[src/rtl/uart_rx.sv]
// UART receiver. It oversamples RX_IN by a run-time PRESCALE ratio and majority-votes three
// mid-bit samples for each bit. It checks the start bit, optional parity and the stop bit,
// then presents a good byte on P_DATA with a one-cycle DATA_VALID strobe.
//
// Ports:
//   CLK        oversampling clock, rising edge
//   RST        asynchronous active-low reset
//   RX_IN      serial line, idle high, LSB first, already synchronous to CLK
//   PRESCALE   oversampling ratio (8, 16 or 32), captured at start detection
//   PAR_EN     1 = a parity bit follows the data bits, captured at start detection
//   PAR_TYP    0 = even, 1 = odd parity, captured at start detection
//   P_DATA     last good byte, held until the next good frame
//   DATA_VALID one-cycle strobe marking a new P_DATA
//   PAR_ERR    parity mismatch in the last frame
//   STP_ERR    stop bit sampled low in the last frame
module uart_rx #(
  parameter int unsigned DATA_WIDTH = 8
) (
  input  logic                  CLK,
  input  logic                  RST,
  input  logic                  RX_IN,
  input  logic [5:0]            PRESCALE,
  input  logic                  PAR_EN,
  input  logic                  PAR_TYP,
  output logic [DATA_WIDTH-1:0] P_DATA,
  output logic                  DATA_VALID,
  output logic                  PAR_ERR,
  output logic                  STP_ERR
);

  localparam int unsigned BitW = (DATA_WIDTH > 1) ? $clog2(DATA_WIDTH) : 1;

  typedef enum logic [2:0] {StIdle, StStart, StData, StParity, StStop} state_e;

  state_e                state_q, state_d;
  logic [5:0]            prescale_q;
  logic                  par_en_q, par_typ_q;
  logic [5:0]            edge_cnt_q;
  logic [BitW-1:0]       bit_cnt_q;
  logic [2:0]            smp_q;
  logic [DATA_WIDTH-1:0] shift_q;
  logic                  par_fail_q;

  logic [5:0] half;
  logic       bit_end, stop_pt, sampled, par_bad;
  logic       start_det, shift_en, par_chk, glitch, frame_done;

  assign half    = prescale_q >> 1;
  assign bit_end = (edge_cnt_q == prescale_q - 6'd1);
  // Stop decision is taken early to leave half a bit of slack for the next start bit.
  assign stop_pt = (edge_cnt_q == half + 6'd2);
  assign sampled = (smp_q[0] & smp_q[1]) | (smp_q[0] & smp_q[2]) | (smp_q[1] & smp_q[2]);
  assign par_bad = sampled != ((^shift_q) ^ par_typ_q);

  always_comb begin
    state_d    = state_q;
    start_det  = 1'b0;
    shift_en   = 1'b0;
    par_chk    = 1'b0;
    glitch     = 1'b0;
    frame_done = 1'b0;
    unique case (state_q)
      StIdle: begin
        if (!RX_IN) begin
          start_det = 1'b1;
          state_d   = StStart;
        end
      end
      StStart: begin
        if (bit_end) begin
          if (sampled) begin
            glitch  = 1'b1;
            state_d = StIdle;
          end else begin
            state_d = StData;
          end
        end
      end
      StData: begin
        if (bit_end) begin
          shift_en = 1'b1;
          if (bit_cnt_q == BitW'(DATA_WIDTH - 1)) begin
            state_d = par_en_q ? StParity : StStop;
          end
        end
      end
      StParity: begin
        if (bit_end) begin
          par_chk = 1'b1;
          state_d = StStop;
        end
      end
      StStop: begin
        if (stop_pt) begin
          frame_done = 1'b1;
          state_d    = StIdle;
        end
      end
      default: state_d = StIdle;
    endcase
  end

  always_ff @(posedge CLK or negedge RST) begin
    if (!RST) begin
      state_q    <= StIdle;
      prescale_q <= '0;
      par_en_q   <= 1'b0;
      par_typ_q  <= 1'b0;
      edge_cnt_q <= '0;
      bit_cnt_q  <= '0;
      smp_q      <= '0;
      shift_q    <= '0;
      par_fail_q <= 1'b0;
      P_DATA     <= '0;
      DATA_VALID <= 1'b0;
      PAR_ERR    <= 1'b0;
      STP_ERR    <= 1'b0;
    end else begin
      state_q <= state_d;

      if (start_det) begin
        prescale_q <= PRESCALE;
        par_en_q   <= PAR_EN;
        par_typ_q  <= PAR_TYP;
      end

      // The detection cycle counts as edge 0 of the start bit, so START begins at edge 1.
      if (start_det) begin
        edge_cnt_q <= 6'd1;
      end else if (state_q == StIdle || frame_done || bit_end) begin
        edge_cnt_q <= '0;
      end else begin
        edge_cnt_q <= edge_cnt_q + 6'd1;
      end

      if (start_det) begin
        bit_cnt_q <= '0;
      end else if (shift_en) begin
        bit_cnt_q <= bit_cnt_q + BitW'(1);
      end

      if (state_q != StIdle) begin
        if (edge_cnt_q == half - 6'd1) smp_q[0] <= RX_IN;
        if (edge_cnt_q == half)        smp_q[1] <= RX_IN;
        if (edge_cnt_q == half + 6'd1) smp_q[2] <= RX_IN;
      end

      if (shift_en) begin
        shift_q <= {sampled, shift_q[DATA_WIDTH-1:1]};
      end

      if (start_det) begin
        par_fail_q <= 1'b0;
      end else if (par_chk) begin
        par_fail_q <= par_bad;
      end

      DATA_VALID <= frame_done & ~par_fail_q & sampled;
      if (frame_done) begin
        PAR_ERR <= par_fail_q;
        STP_ERR <= ~sampled;
        if (!par_fail_q && sampled) begin
          P_DATA <= shift_q;
        end
      end else if (start_det || glitch) begin
        PAR_ERR <= 1'b0;
        STP_ERR <= 1'b0;
      end
    end
  end

endmodule
[config.mk]
export PLATFORM = sky130hd
export DESIGN_NAME = uart_rx
export DESIGN_NICKNAME = d
export VERILOG_FILES = /design/src/rtl/uart_rx.sv
export SDC_FILE = /design/constraint.sdc
export NUM_CORES = 1
export LEC_CHECK = 0
export CAP_MARGIN = 10
export CORE_MARGIN = 2
export CORE_UTILIZATION = 30
export DETAILED_ROUTE_END_ITERATION = 12
export GPL_TIMING_DRIVEN = 0
export PLACE_DENSITY = 0.53
export SLEW_MARGIN = 20
export SYNTH_ARGS = -nofsm -noshare
export SYNTH_HDL_FRONTEND = slang
export SYNTH_SLANG_ARGS = --single-unit
[constraint.sdc]
create_clock -name CLK -period 2.7 [get_ports CLK]
set_input_delay 0.81 -clock CLK [delete_from_list [all_inputs] [get_ports CLK]]
set_output_delay 0.81 -clock CLK [all_outputs]
set_load 0.01 [all_outputs]
==> metrics list <==
- After floorplanning, the core was divided into 33 placement rows.
* Proportion of layout cells with a drive suffix above 1: 18.2%
- The number of antenna diodes in the final layout is 0.
- After detailed routing, the number of vias per cell comes to 4.97.
* Commonest non-fill, non-tap cell in the layout: sky130_fd_sc_hd__dfrtp_1
- Clock transition at path regs: 90 ps
- The detail route stage leaves a number of antenna-violating nets equal to 0.
* Start point of the critical path: prescale_q[2]
- For this run, the leading register cell type out of synthesis is sky130_fd_sc_hd__dfrtp_1.
* Post-route DRC: 0
* H-tree levels: 2
* Clock Sink Count: 43
* Setup slack of the critical path after layout: 161 ps
- Tightest slew margin relative to the limit: 40.7%
- In this run the worst hold path is classified as primary input to async pin.
- OpenSTA, run right after detailed placement, puts the worst setup slack at -227 ps.
- Worst R2R Start: prescale_q[2]
* Actual slew at the worst max-slew pin: 881 ps
* Final standard cell area without fillers: 3060 sq um
* Portion of the clock cycle consumed by the worst path in the final layout: 94.0%
* Max-slew violation count: 0
- Cell internal power dissipation: 1.79 mW
* Final Net Count: 300
- The setup path with the least slack is of type flip-flop to flip-flop.
- The tool flagged a number of max-cap violations equal to 0.
* Global placer's final weighted congestion: 0.866
* Area of the die: 9180 sq um
* Largest net degree at the start of global routing: 27
* Avg WL per Cell: 14.1 um
- Hold Vio Cnt, Final: 0
- Overall routing resource usage: 13.1%
- Number of buffers inserted for hold repair after clock tree synthesis: 0
- Effective utilization at floorplan: 30.9%
- Wirelength, routed: 5420 um
- Core Util, Final: 37.5%
* PortBufs: 21
* Tot Pwr: 3.14 mW
- Compared with the post-synthesis result, the final layout area differs by 21.1%.
* Setup violations, final: 0
- Commonest cells after routing, fill and taps aside: sky130_fd_sc_hd__dfrtp_1, sky130_fd_sc_hd__nand2_1, sky130_fd_sc_hd__clkdlybuf4s50_1
* Worst-Skew Late Latency: 310 ps
* Max Root-Sink Buffers: 2
- Worst path required time: 2900 ps
- Of the total power, the share spent switching nets is 43.0%.
* Synthesized net count: 269
- Setup repair after global routing left no endpoint under its margin.
- I/O pin total: 22
- The placed instances occupy a cell area of 2890 sq um.
* Avg Cell Area, Syn: 10.2 sq um
- Sequential share of the synthesized area: 42.5%
* Number of antenna violations at the first check in global routing: 0
* Number of buffers and inverters on the critical path: 2
- Netlist area before placement: 2530 sq um
* Combinational share of power: 53.9%
- The total overflow left after global routing is 0.
- Crit. End Element: flip-flop
* Largest stage delay, worst path: 490 ps
* Outcome: finished, final reports clean
- IR analysis of the VDD net gives a maximum drop of 0.343 mV.
* Clock tree from TritonCTS: yes
- Clock skew after layout: 9.40 ps
- Floorplan die width: 95.8 um
- Clock buffer count from CTS: 5
- Fmax: 0.394 GHz
- Biggest fanout along the worst timing path: 8
* Total number of vias: 1,913
- Global-route wire length before repair: 9110 um
* Slowest stage cell, crit path: sky130_fd_sc_hd__dfrtp_1
- YS warnings: 0
- Fin Setup TNS: 0 ps
- At the worst endpoint, the arrival time is 2740 ps.
* Category of cells accounting for the largest share of critical-path delay: simple AND/OR/NAND/NOR gates
- Dividing total power by cell area gives a power density of 1030 nW/um^2.
* Die Y-Extent: 95.8 um
- The synthesized design contains 0 enable-type register cells.
- Min Tclk post-route: 2540 ps
* Count of distinct cell types in the synthesized netlist: 45
- In the synthesized netlist, the number of instances is 248.
* Static Leak: 1.32 nW
* Proportion of synthesized flip-flops having asynchronous set or reset: 100%
- Post-synthesis sequential element count: 43
* Clock Power Share: 16.6%
- Vias in the first global route: 1,863
- The tree is rooted in a sky130_fd_sc_hd__clkbuf_8.
- Post-DP HPWL: 3920 um
* Core Region: 8180 sq um
- The analysis attributes to net switching a power of 1.35 mW.
- Cell-by-cell listing of the critical path: inv_2 -> ha_2 -> nor3b_2 -> nand2_1 -> xor2_1 -> nor4_4 -> buf_4 -> mux2_2
- First-pass detailed-route iteration total: 4
* Non-filler instance count after layout: 385
- STA classifies the critical path startpoint as a flip-flop.
- Initial detailed-routing violation count: 126
- Sequential cells burn 29.5% of the power.
* Number of cells in the design after placement: 375
- Hold Worst Slack: 429 ps
## synth_stat cells (2+ instances only)
cell type,n,area share [%]
sky130_fd_sc_hd__xnor2_1,19,6.6
sky130_fd_sc_hd__mux2_2,19,8.5
sky130_fd_sc_hd__and3_1,4,0.99
sky130_fd_sc_hd__nand3_1,11,2.2
sky130_fd_sc_hd__nor3b_1,3,0.89
sky130_fd_sc_hd__nand2b_1,4,0.99
sky130_fd_sc_hd__nor2_1,10,1.5
sky130_fd_sc_hd__nand3b_1,2,0.59
sky130_fd_sc_hd__mux2i_1,3,1.2
sky130_fd_sc_hd__nand2_1,22,3.3
sky130_fd_sc_hd__buf_2,5,0.99
sky130_fd_sc_hd__nand4_1,3,0.74
sky130_fd_sc_hd__inv_1,12,1.8
sky130_fd_sc_hd__o31ai_1,3,0.89
sky130_fd_sc_hd__dfrtp_1,43,43
sky130_fd_sc_hd__or3_1,4,0.99
sky130_fd_sc_hd__a21boi_0,2,0.59
sky130_fd_sc_hd__ha_1,10,4.9
sky130_fd_sc_hd__o21ai_0,9,1.8
sky130_fd_sc_hd__nor4_1,5,1.2
sky130_fd_sc_hd__o22ai_1,2,0.49
sky130_fd_sc_hd__clkbuf_1,5,0.74
sky130_fd_sc_hd__nor3_1,7,1.4
sky130_fd_sc_hd__a211oi_1,2,0.59
sky130_fd_sc_hd__a21oi_1,6,1.2
sky130_fd_sc_hd__xor2_1,14,4.8
## flip-flops by register name, summed over array words and instances (netlist names)
register	cells
DATA_VALID	1
edge_cnt_q	6
prescale_q	6
par_fail_q	1
par_en_q	1
bit_cnt_q	3
STP_ERR	1
par_typ_q	1
PAR_ERR	1
P_DATA	8
state_q	3
smp_q	3
shift_q	8
## per-layer routing
layer | part of all wire [%] | global-route usage, % | vias up | wire length (um)
li1 | - | - | 931 | -
met1 | 49 | 17.7 | 930 | 2680
met2 | 45 | 20.7 | 38 | 2450
met3 | 2.8 | 2.27 | 14 | 149
met4 | 2.5 | 5.24 | 0 | 137
met5 | 0 | 0 | - | 0
## power groups by stage
| stage | Combinational [mW] | Sequential, mW | Clock, mW |
|---|---|---|---|
| after floorplan | 1.28 | 0.908 | 0 |
| after global routing | 1.87 | 0.950 | 0.561 |
| after CTS | 1.65 | 0.927 | 0.532 |
| after detailed placement | 1.60 | 0.939 | 0 |
| after global placement | 1.59 | 0.936 | 0 |
| final | 1.69 | 0.928 | 0.521 |
## cell type report
type	instances	area, sq um
buffer	13	66.3
clock buffer	5	68.8
clock inverter	3	43.8
fill	825	5110
inverter	13	48.8
multi-input combinational	179	1380
sequential	43	1080
tap	105	131
timing repair buffer	24	253
## final timing paths
kind | end | slack, ps | cells after the start
setup / recovery | shift_q[3] | 160 | 8
hold / removal | prescale_q[2] | 430 | 1
setup reg to reg | shift_q[3] | 160 | 8
hold reg to reg | bit_cnt_q[0] | 490 | 1
max in group asynchronous | P_DATA[4] | 1780 | 2
min in group CLK | bit_cnt_q[0] | 490 | 1
## kinds of logic (layout without fill, tap and decap cells)
logic type	Yosys count	count (layout)	share of synthesized area, %
AO/OA/AOI/OAI	34	34	9.45
XOR/XNOR	34	34	12.3
adder cells (fa/ha/maj)	11	11	5.34
buffers and inverters	26	58	4.55
flip-flops	43	43	42.5
multiplexers	22	22	9.64
AND/OR/NAND/NOR	78	78	16.2
## worst register-to-register path, stage by stage (launching register included)
cell and delay, ps:
sky130_fd_sc_hd__dfrtp_1 490, sky130_fd_sc_hd__inv_2 140, sky130_fd_sc_hd__ha_2 230, sky130_fd_sc_hd__nor3b_2 270, sky130_fd_sc_hd__nand2_1 150, sky130_fd_sc_hd__xor2_1 270
sky130_fd_sc_hd__nor4_4 310, sky130_fd_sc_hd__buf_4 230, sky130_fd_sc_hd__mux2_2 350
## what timing repair did
action,in CTS,in global routing
endpoints found under the setup margin,26,16
resized for setup,4,5
setup buffers,2,0
pin swaps,1,0
gates cloned,0,0
No activity file was read; power rests on OpenSTA's default activity.
==> RTL edit, RTL diff (same settings) <==
Re-encode `state_e` (5 states) as one-hot, 5 bits wide.
--- a/src/rtl/uart_rx.sv
+++ b/src/rtl/uart_rx.sv
@@ -32,3 +32,3 @@
 
-  typedef enum logic [2:0] {StIdle, StStart, StData, StParity, StStop} state_e;
+  typedef enum logic [4:0] {StIdle = 5'b00001, StStart = 5'b00010, StData = 5'b00100, StParity = 5'b01000, StStop = 5'b10000} state_e;
 
Behaviour: no difference found for any inputs over 10 cycles, from zero or initial values and one cycle with RST low; not proved beyond that.
==> RTL edit against the unedited design <==
Sequential share of layout area down 0.61 points; via count down 0.16%; worst setup slack worse by 0.035 ns; sequential cell count up 2; final cell count up 0.78%; synthesized area up 8.9%; design area up 6.7%; routed wire length up 5.2%.
Power is not compared: it rests on default switching activity, and its combinational part moved more than twofold at a synthesized area within 25%.
==> RTL edit: results (changes against the unedited design) <==
| Metric | Value |
|---|---|
| Met1 Track Usage GR | 0.169 (-0.00783) |
| Worst Skew | 0.00936 ns (-0.0000388 ns) |
| Status | complete, no violations |
| Post-synthesis adder-cell area fraction | 0.0491 (-0.00434) |
| Layout cells sized above 1 | 0.229 (+0.0464) |
| Post-route insts no fill | 388 (+0.78%) |
| All-Layer GR Usage | 0.120 (-0.0105) |
| Placed cell area | 3120 um^2 (+8.1%) |
| DP HPWL | 4330 um (+10%) |
| Via density | 4.92 (-0.93%) |
| Yosys cell types | 58 (+29%) |
| Fin util | 0.371 (-0.00340) |
| Placed insts | 379 (+1.1%) |
| Met3 routed WL | 126 um (-15%) |
| Pre-CTS setup slack | -0.215 ns (+0.0117 ns) |
| Cell depth of the worst hold path | 1 |
| Met2 Use GR | 0.192 (-0.0152) |
| Worst r2r path cells | 9 (+1) |
| Worst EP arrival | 2.76 ns (+0.02 ns) |
| Filler cells | 842 (+2.1%) |
| Met3 Use GR | 0.0167 (-0.00600) |
| Synth Area in Compound Gates | 0.0959 (+0.00140) |
| Met1 WL | 2840 um (+5.9%) |
| Largest net degree at the start of global routing | 25 (-7.4%) |
| HP Class | register to register |
| Commonest cells post-synth | dfrtp_1 (44), mux2_2 (20), xnor2_1 (17) |
| Metal2 WL | 2660 um (+8.5%) |
| Avg WL per Cell | 14.7 um (+4.3%) |
| Sequential share of the synthesized area | 0.409 (-0.0160) |
| Mux share of post-synthesis cell area | 0.136 (+0.0399) |
## RTL edit: cell families after synthesis
| group | after synthesis |
|---|---|
| simple gates | 71 |
| compound gates | 35 |
| mux | 31 |
| flops | 45 |
| buf+inv | 23 |
| xor+xnor | 33 |
| fa+ha+maj | 11 |
## RTL edit: worst max-delay path, cell delays in order (launching register included)
cell,delay [ns]
dfrtp_1,0.38
buf_4,0.21
inv_1,0.10
ha_1,0.29
xor2_1,0.15
or3b_4,0.42
a2111oi_4,0.21
and3_1,0.22
buf_6,0.17
mux2_4,0.31
## RTL edit: worst paths after layout
path / start / to / slack [ns]
worst max-delay path: prescale_q[3]$_DFFE_PN0P_ / P_DATA[5]$_DFFE_PN0P_ / 0.13
worst max register to register: prescale_q[3]$_DFFE_PN0P_ / P_DATA[5]$_DFFE_PN0P_ / 0.13
min in group asynchronous: RST / prescale_q[1]$_DFFE_PN0P_ / 0.50
max in group asynchronous: RST / state_q[0]$_DFFE_PN1P_ / 1.60
worst min register to register: bit_cnt_q[0]$_DFFE_PN0P_ / bit_cnt_q[0]$_DFFE_PN0P_ / 0.49
worst min-delay path: bit_cnt_q[0]$_DFFE_PN0P_ / bit_cnt_q[0]$_DFFE_PN0P_ / 0.49
## RTL edit: final cells by class
class	count	share of cell area
timing repair buffer	23	0.0735
buffer	13	0.0241
clock inverter	2	0.0119
multi-input combinational	181	0.471
tap	108	0.0413
sequential	45	0.345
clock buffer	6	0.0222
inverter	10	0.0115
## RTL edit: what timing repair did
item | 4_1_cts | 5_1_grt
resized for setup | 1 | 8
buffers inserted | 1 | 0
setup endpoints to repair | 15 | 18
pin swaps | 2 | 0
## RTL edit: report_power, final
part	switching [mW]	internal, mW	total (mW)
logic	0.0199	0.0205	0.0403
clock network	0.242	0.278	0.520
registers	0.000937	0.675	0.676
